`src/rtl/booth_mult16_ctrl_pkg.sv`:
```
// ----------------------------------------------------------------------------
// booth_mult16_ctrl_pkg
//
// Shared definitions for the iterative 16x16 multiplier controller:
//   - BM_WIDTH : operand width (must equal the external add/sub unit width)
//   - BM_CNT_W : iteration counter width (holds 0..BM_WIDTH)
//   - BM_ITERS : number of shift/add iterations per multiplication
//   - state_t  : controller FSM encoding (IDLE / RUN / DONE)
// ----------------------------------------------------------------------------
package booth_mult16_ctrl_pkg;

    localparam int BM_WIDTH = 16;
    localparam int BM_CNT_W = 5;
    localparam int BM_ITERS = 16;

    typedef enum logic [1:0] {
        ST_IDLE = 2'd0,
        ST_RUN  = 2'd1,
        ST_DONE = 2'd2
    } state_t;

endpackage : booth_mult16_ctrl_pkg

```
`src/rtl/booth_mult16_ctrl_step_sel.sv`:
```
// ----------------------------------------------------------------------------
// booth_mult16_ctrl_step_sel (booth step selector)
//
// Combinational decode of one multiplier iteration.
//
// Ports:
//   signed_mode  in   1 = radix-2 Booth (two's complement), 0 = unsigned
//   q0           in   current LSB of the multiplier shift register
//   q_m1         in   previously shifted-out multiplier bit (Booth history)
//   use_m        out  1 = feed the multiplicand to the adder this iteration
//   sub          out  1 = subtract the multiplicand instead of adding it
// ----------------------------------------------------------------------------
module booth_mult16_ctrl_step_sel
    import booth_mult16_ctrl_pkg::*;
(
    input  logic signed_mode,
    input  logic q0,
    input  logic q_m1,
    output logic use_m,
    output logic sub
);

    always_comb begin
        use_m = 1'b0;
        sub   = 1'b0;
        if (signed_mode) begin
            // Booth pairs: 01 ends a run of ones (add), 10 starts one (subtract)
            unique case ({q0, q_m1})
                2'b01: begin
                    use_m = 1'b1;
                    sub   = 1'b0;
                end
                2'b10: begin
                    use_m = 1'b1;
                    sub   = 1'b1;
                end
                default: begin
                    use_m = 1'b0;
                    sub   = 1'b0;
                end
            endcase
        end else begin
            use_m = q0;
        end
    end

endmodule : booth_mult16_ctrl_step_sel

```
`src/rtl/booth_mult16_ctrl.sv`:
```
// ----------------------------------------------------------------------------
// booth_mult16_ctrl
//
// Iterative 16x16 multiplier controller wrapped around an external 16-bit
// add/sub unit. One iteration per clock, 16 iterations per product, with
// unsigned shift-add and signed radix-2 Booth modes.
//
// Ports:
//   clk           in   system clock, all state on rising edge
//   reset         in   synchronous active-high reset, clears all state
//   start         in   request, sampled only in IDLE
//   signed_mode   in   1 = two's complement Booth, 0 = unsigned (latched)
//   multiplicand  in   M operand (latched at start)
//   multiplier    in   Q operand (latched at start)
//   busy          out  high during the 16 RUN cycles
//   done          out  one-cycle pulse in DONE
//   product       out  32-bit result, valid from DONE until next start
//   add_a         out  adder operand A (accumulator high half)
//   add_b         out  adder operand B (M or 0)
//   add_sub       out  adder subtract select / carry-in (1 = A - B)
//   add_sum       in   adder result (combinational, same cycle)
//   add_cout      in   adder carry-out
// ----------------------------------------------------------------------------
module booth_mult16_ctrl
    import booth_mult16_ctrl_pkg::*;
#(
    parameter int WIDTH = BM_WIDTH,
    parameter int CNT_W = BM_CNT_W
) (
    input  logic                 clk,
    input  logic                 reset,
    input  logic                 start,
    input  logic                 signed_mode,
    input  logic [WIDTH-1:0]     multiplicand,
    input  logic [WIDTH-1:0]     multiplier,
    output logic                 busy,
    output logic                 done,
    output logic [2*WIDTH-1:0]   product,
    output logic [WIDTH-1:0]     add_a,
    output logic [WIDTH-1:0]     add_b,
    output logic                 add_sub,
    input  logic [WIDTH-1:0]     add_sum,
    input  logic                 add_cout
);

    localparam logic [CNT_W-1:0] LAST_CNT = CNT_W'(BM_ITERS - 1);

    // Bit shifted into the accumulator MSB. Unsigned keeps the adder carry;
    // signed rebuilds the true 17-bit sign so M = 0x8000 cannot overflow;
    // a skipped signed step is a plain arithmetic shift.
    function automatic logic shift_in_bit(
        input logic is_signed,
        input logic op,
        input logic a_msb,
        input logic b_msb,
        input logic sub,
        input logic cout,
        input logic acc_msb
    );
        if (!is_signed) begin
            return cout;
        end else if (op) begin
            return a_msb ^ (b_msb ^ sub) ^ cout;
        end else begin
            return acc_msb;
        end
    endfunction

    state_t                state_q,   state_d;
    logic [WIDTH-1:0]      m_q,       m_d;
    logic                  mode_q,    mode_d;
    logic [WIDTH-1:0]      acc_hi_q,  acc_hi_d;
    logic [WIDTH-1:0]      q_q,       q_d;
    logic                  q_m1_q,    q_m1_d;
    logic [CNT_W-1:0]      count_q,   count_d;
    logic [2*WIDTH-1:0]    product_q, product_d;

    logic                  use_m;
    logic                  sub_sel;
    logic                  shift_in;

    booth_mult16_ctrl_step_sel u_booth_step_sel (
        .signed_mode (mode_q),
        .q0          (q_q[0]),
        .q_m1        (q_m1_q),
        .use_m       (use_m),
        .sub         (sub_sel)
    );

    // Adder operands are only driven while iterating; quiet zeros otherwise.
    always_comb begin
        add_a   = '0;
        add_b   = '0;
        add_sub = 1'b0;
        if (state_q == ST_RUN) begin
            add_a = acc_hi_q;
            if (use_m) begin
                add_b   = m_q;
                add_sub = sub_sel;
            end
        end
    end

    assign shift_in = shift_in_bit(mode_q, use_m, add_a[WIDTH-1],
                                   add_b[WIDTH-1], add_sub, add_cout,
                                   acc_hi_q[WIDTH-1]);

    assign busy    = (state_q == ST_RUN);
    assign done    = (state_q == ST_DONE);
    assign product = product_q;

    // Next-state and datapath update
    always_comb begin
        state_d   = state_q;
        m_d       = m_q;
        mode_d    = mode_q;
        acc_hi_d  = acc_hi_q;
        q_d       = q_q;
        q_m1_d    = q_m1_q;
        count_d   = count_q;
        product_d = product_q;

        unique case (state_q)
            ST_IDLE: begin
                if (start) begin
                    m_d      = multiplicand;
                    q_d      = multiplier;
                    mode_d   = signed_mode;
                    acc_hi_d = '0;
                    q_m1_d   = 1'b0;
                    count_d  = '0;
                    state_d  = ST_RUN;
                end
            end
            ST_RUN: begin
                // {s, sum, q} >> 1, keeping the low 2*WIDTH bits
                acc_hi_d = {shift_in, add_sum[WIDTH-1:1]};
                q_d      = {add_sum[0], q_q[WIDTH-1:1]};
                q_m1_d   = q_q[0];
                count_d  = count_q + CNT_W'(1);
                if (count_q == LAST_CNT) begin
                    product_d = {acc_hi_d, q_d};
                    state_d   = ST_DONE;
                end
            end
            ST_DONE: begin
                state_d = ST_IDLE;
            end
            default: begin
                state_d = ST_IDLE;
            end
        endcase
    end

    always_ff @(posedge clk) begin
        if (reset) begin
            state_q   <= ST_IDLE;
            m_q       <= '0;
            mode_q    <= 1'b0;
            acc_hi_q  <= '0;
            q_q       <= '0;
            q_m1_q    <= 1'b0;
            count_q   <= '0;
            product_q <= '0;
        end else begin
            state_q   <= state_d;
            m_q       <= m_d;
            mode_q    <= mode_d;
            acc_hi_q  <= acc_hi_d;
            q_q       <= q_d;
            q_m1_q    <= q_m1_d;
            count_q   <= count_d;
            product_q <= product_d;
        end
    end

endmodule : booth_mult16_ctrl

```
`config.mk`:
```
export PLATFORM = sky130hd
export DESIGN_NAME = booth_mult16_ctrl
export DESIGN_NICKNAME = d
export VERILOG_FILES = /design/src/rtl/booth_mult16_ctrl_pkg.sv /design/src/rtl/booth_mult16_ctrl_step_sel.sv /design/src/rtl/booth_mult16_ctrl.sv
export SDC_FILE = /design/constraint.sdc
export NUM_CORES = 1
export LEC_CHECK = 0
export ABC_AREA = 1
export CORE_ASPECT_RATIO = 0.5
export CORE_MARGIN = 2
export CORE_UTILIZATION = 49
export DETAILED_ROUTE_END_ITERATION = 7
export PLACE_DENSITY = 0.85
export SLEW_MARGIN = 40
export SYNTH_ARGS = -nofsm -noshare
export SYNTH_HDL_FRONTEND = slang
export SYNTH_SLANG_ARGS = --single-unit
```
`constraint.sdc`:
```
create_clock -name clk -period 3.15 [get_ports clk]
set_input_delay 0.315 -clock clk [delete_from_list [all_inputs] [get_ports clk]]
set_output_delay 0.315 -clock clk [all_outputs]
set_load 0.03 [all_outputs]
```
# After elaboration in Yosys (flattened, before gate mapping)
# Cells that the tools add are included.
classes:
  addsub: 1
  n_reduce_logical: 7
  mux: 22
  bitwise_logic: 3
  eq_ne: 7
op_table:
  columns: ["operator", "count"]
  rows:
  - ["16-bit two-way mux", 5]
  - ["16-bit case mux with 2 select lines", 2]
  - ["5-bit case mux with 2 select lines", 1]
  - ["1-bit two-way mux", 9]
  - ["2-bit AND reduction", 4]
  - ["5-bit by 1-bit adder with 5-bit output (second input constant)", 1]
  - ["5-bit by 4-bit == test with 1-bit output (second input constant)", 1]
  - ["5-bit two-way mux", 1]
  - ["2-bit by 1-bit == test with 1-bit output (second input constant)", 2]
  - ["2-bit == test (second input constant)", 2]
  - ["2-bit two-way mux", 2]
  - ["2-bit case mux with 2 select lines", 1]
  - ["1-bit bitwise XOR", 3]
  - ["2-bit logical NOT", 1]
  - ["2-bit by 1-bit != test with 1-bit output (second input constant)", 1]
  - ["2-bit != test (second input constant)", 1]
  - ["1-bit case mux with 2 select lines", 1]
  - ["2-bit nonzero test", 1]
  - ["2-bit OR reduction", 1]
word_totals:
  wordCells: 48
  reg_bits: 89
  inputBits: 53

# Depth between registers and ports, before layout
logic_depth:
  word_depth: 12
  mapped_depth: 13
  ltp_nobuf: 13

# Hierarchy
# From an unflattened synthesis, not the netlist that was laid out.
unflattened:
  cells_unflattened: 522
  area_unflattened_um2: 3677.3
by_module_without_submodules:
  columns: ["module", "instances", "cells_per_inst", "area_per_inst_um2"]
  rows:
  - ["booth_mult16_ctrl", 1, 513, 3634.7]
  - ["booth_mult16_ctrl_step_sel", 1, 9, 42.5]

# Worst setup path before layout
# OpenSTA, ideal clock, no wires.
synth_timing:
  path_type: "reg-to-output"
  start: "register q_m1_q"
  end: "output port add_b[10]"
  n_path_buf: 1
  arrival_time_ns: 1.578
  setup_slack_ns: 1.257
  stages_incl_launch_ff: 9
  cell_sequence: "dfxtp_1 > inv_1 > ha_1 > inv_1 > nand2_1 > nand2_1 > inv_1 > buf_1 > nor2_1"
synth_via:
  elab_chain_len: 6
  elab_cells_between_ends: 7
  cone_classes: "2 x eq/ne; 4 x mux; 1 x reduce/logical"
synth_rtl:
  columns: ["element", "line_no", "rtl"]
  rows:
  - ["start, declared", "booth_mult16_ctrl.sv:74", "logic q_m1_q, q_m1_d;"]
  - ["start signal, assigned", "booth_mult16_ctrl.sv:171", "q_m1_q <= q_m1_d;"]
  - ["2-bit by 1-bit == test with 1-bit output / 2-bit == test (equally long branches)", "booth_mult16_ctrl_step_sel.sv:28", "unique case ({q0, q_m1})"]
  - ["2-bit OR reduction (no line) (*)", null, null]
  - ["1-bit two-way mux (*)", "booth_mult16_ctrl_step_sel.sv:28", null]
  - ["1-bit two-way mux (*)", "booth_mult16_ctrl_step_sel.sv:26", "if (signed_mode) begin"]
  - ["16-bit two-way mux (*)", "booth_mult16_ctrl.sv:97", "if (use_m) begin"]
  - ["16-bit two-way mux (*)", "booth_mult16_ctrl.sv:95", "if (state_q == ST_RUN) begin"]
  - ["end, declared", "booth_mult16_ctrl.sv:40", "output logic [WIDTH-1:0] add_b,"]
# Every way passes the cells marked *; elsewhere a longest branch is shown, timed or not.

# Worst setup path after layout
# Ends and elaborated chain as after synthesis.

==> flow_summary.yaml <==
critical_path:
  r2r_slack_ns: 0.69
  cp.depth: 8
  crit_buf_inv: 4
  crit_top_cell: "inv_1"
  worstPathMaxFanout: 15
  cp-startpoint: "q_m1_q"
  end_kind: "output pin"
  path_cells: "inv_1 -> ha_1 -> inv_1 -> nand2_1 -> nand2_1 -> inv_1 -> nor2_1 -> clkdlybuf4s50_1"
  r2r_end: "product[10]"
  critPathKind: "reg -> out"
  endpoint: "add_b[10]"
  critPathMaxStageDelay_ns: 0.68
  critPathSlowestCell: "clkdlybuf4s50_1"
  worstRegToRegCells: 10
  crit_family: "buffers and inverters"
  startpoint_type: "flop"
  cp.required_ns: 2.83
  crit_arrival_ns: 2.36
  r2r-start: "count_q[0]"
route:
  drt_iter0_drc: 235
  dr.pass1.iters: 4
  dr_wl_met2_um: 4270
  drt_wl_total_um: 9290
  drcViolationCount: 0
  top_layer_used: "met4"
  antenna_left: 0
  num_vias: 3568
  wl_met1_um: 4480
  post_drt_wl_per_cell_um: 12.9
  wl_met3_um: 462
  detail_route.vias_per_cell: 4.97
synth:
  synth_top_cells_by_area: "dfxtp_1, nand2_1, nor2_1, nand3_1, inv_1"
  yosys.area.top_type: "dfxtp_1"
  syn_nets: 570
  synth_flop_cell: "dfxtp_1"
  syn_inst: 514
  synth_top_area_share_pct: 48.7
  synth_edf_count: 0
  syn_area_per_cell_um2: 7.13
  yosysSeqAreaShare_pct: 48.7
  asyncSetResetFlopFracSynth_pct: 0
  synthesis.area_um2: 3660
  ys_ff_latch: 89
  ys_types: 23
  ys.warnings.count: 0
clock_network:
  clock_latency_ns: 0.33
  htreeDepth: 3
  cts_tree: "done"
  cts_resized: 0
  clock_path_buffers: 2
  cts_buffers: 9
  post_cts_buffers: 0
  clock_sinks: 89
  cts_hold_buf: 0
  clockRootBuffer: "clkbuf_16"
  cts.reportedPaths.clkPinSlew_ns: 0.06
sta:
  fin_crit_sh_pct: 84.8
  finalSetupViolCount: 0
  hold_slack_ns: 0.462
  relSlewSlack_pct: 50.0
  fin_crit_ns: 2.67
  rsz0062_at_grt: "false"
  skew_ns: 0.00544
  tightest_slew_ns: 0.749
  tns_ns: 0
  finalHoldViolations: 0
  fmax_mhz: 374
  slew_viol_final: 0
global_route:
  grt_pass1_vias: 3386
  overflow: 0
  grtUsageTotal_pct: 23.7
  grt_start_max_net_pins: 44
  grt_pass1_wl_um: 15600
  antenna_found_initial: 0
final_layout:
  drive_gt1_share_pct: 5.63
  nFillCells: 582
  seq_area_um2: 1780
  multi_input_area_um2: 1570
  final_nets: 673
  antenna_cells: 0
  area_growth_pct: 42.3
floorplanning:
  start_util_pct: 50.2
  ios: 120
  die_area_um2: 8220
  die_h_um: 65.1
  die_w_um: 126
  rows: 22
  coreArea_um2: 7290
place:
  gp_congestion: 0.815
  hpwl_um: 6140
  io_buffer_count: 119
run_status:
  status: "complete, no violations"
worst_hold_path:
  hp-class: "reg -> reg"
job:
  cap_viol_max_count: 0
power_and_ir_drop:
  p_leak_uw: 0.00206
  powerDensity_nw_per_um2: 519
  ir_drop_v: 0.000307
-- flip-flops by register name, indices dropped and copies added (netlist names) --
signal / count
q_q: 16
acc_hi_q: 16
m_q: 16
state_q: 2
q_m1_q: 1
mode_q: 1
count_q: 5
product: 32
-- logic make-up after synthesis --
logic type	share of synthesized area [%]
and+or+nand+nor	29.0
adders and majority gates	1.03
buffers and inverters	8.47
AOI/OAI and AO/OA	12.9
DFF	48.7
-- Yosys cell counts (3+ instances only) --
library cell	number
a21oi_1	25
a31oi_1	16
buf_1	3
buf_2	14
clkbuf_1	14
dfxtp_1	89
ha_1	3
inv_1	40
inv_2	7
nand2_1	146
nand3_1	37
nor2_1	63
o21ai_0	24
o21ai_1	22
-- per-stage QoR --
stage | utilization (%) | setup slack, ns | std cells | cell area, um2 | power [uW]
final | 71.4 | 0.479 | 718 | 5210 | 2700
after floorplan | - | 1.26 | 514 | 3660 | 1420
after detailed placement | 66.8 | 0.658 | 702 | 4870 | 1550
after global placement | 66.8 | 0.725 | 702 | 4870 | 1540
after global routing | 71.4 | 0.263 | 718 | 5210 | 2810
after CTS | 71.4 | 0.450 | 718 | 5210 | 2730
-- worst register-to-register path: cells and delay by family, from the launching register on --
family          cells  cell delay [ns]
fa+ha+maj           2             0.35
buf+inv             4             0.60
flops               1             0.38
compound gates      1             0.17
simple gates        3             0.89
-- cell usage in the layout (no fill, tap or decap) --
cell | Yosys | routed
nand2_1 | 146 | 146
nand2_4 | 1 | 1
nor2_1 | 63 | 63
o21ai_0 | 24 | 24
clkbuf_8 | 0 | 3
nor2_2 | 1 | 1
nand3_1 | 37 | 37
bufinv_16 | 0 | 2
clkinv_4 | 0 | 1
dfxtp_1 | 89 | 89
o21ai_1 | 22 | 22
nor2_4 | 2 | 2
or2_2 | 1 | 1
clkbuf_16 | 0 | 9
clkdlybuf4s50_1 | 0 | 119
inv_2 | 7 | 7
a21oi_1 | 25 | 25
buf_4 | 0 | 4
o21bai_1 | 1 | 1
nor2_8 | 1 | 1
nand3_2 | 2 | 2
inv_1 | 40 | 40
nor3_1 | 1 | 1
clkinv_2 | 0 | 1
ha_1 | 3 | 3
a221oi_1 | 1 | 1
a31oi_1 | 16 | 16
-- worst min path at each step --
stage,startpoint,endpoint,slack [ns],cells after the start
floorplan,reset,acc_hi_q[0],0.38,1
global placement,acc_hi_q[6],acc_hi_q[6],0.45,2
detailed placement,count_q[4],count_q[4],0.45,2
CTS,count_q[4],count_q[4],0.46,2
global route,acc_hi_q[7],acc_hi_q[7],0.49,2
finish,count_q[4],count_q[4],0.46,2
-- area by class of cell --
class,count,area share (%)
Clock buffer,12,5.12
Inverter,47,3.39
Tap cell,96,2.31
Multi-Input combinational cell,347,30.1
Sequential cell,89,34.2
Timing Repair Buffer,123,23.4
Clock inverter,4,1.42
-- metal layers --
metal,vias to the layer above,GRT usage [%]
met5,-,0
met4,0,8.10
met3,9,4.97
met2,98,40.5
met1,1621,30.4
li1,1840,-
-- report_power, final --
group	leakage [uW]	switching, uW	internal (uW)	total [uW]
clock	0.000169	417	759	1180
combinational	0.00116	178	129	307
sequential	0.000727	38.3	1180	1220
total	0.00206	634	2070	2700
Note: power is estimated with default switching activity, not from simulation.
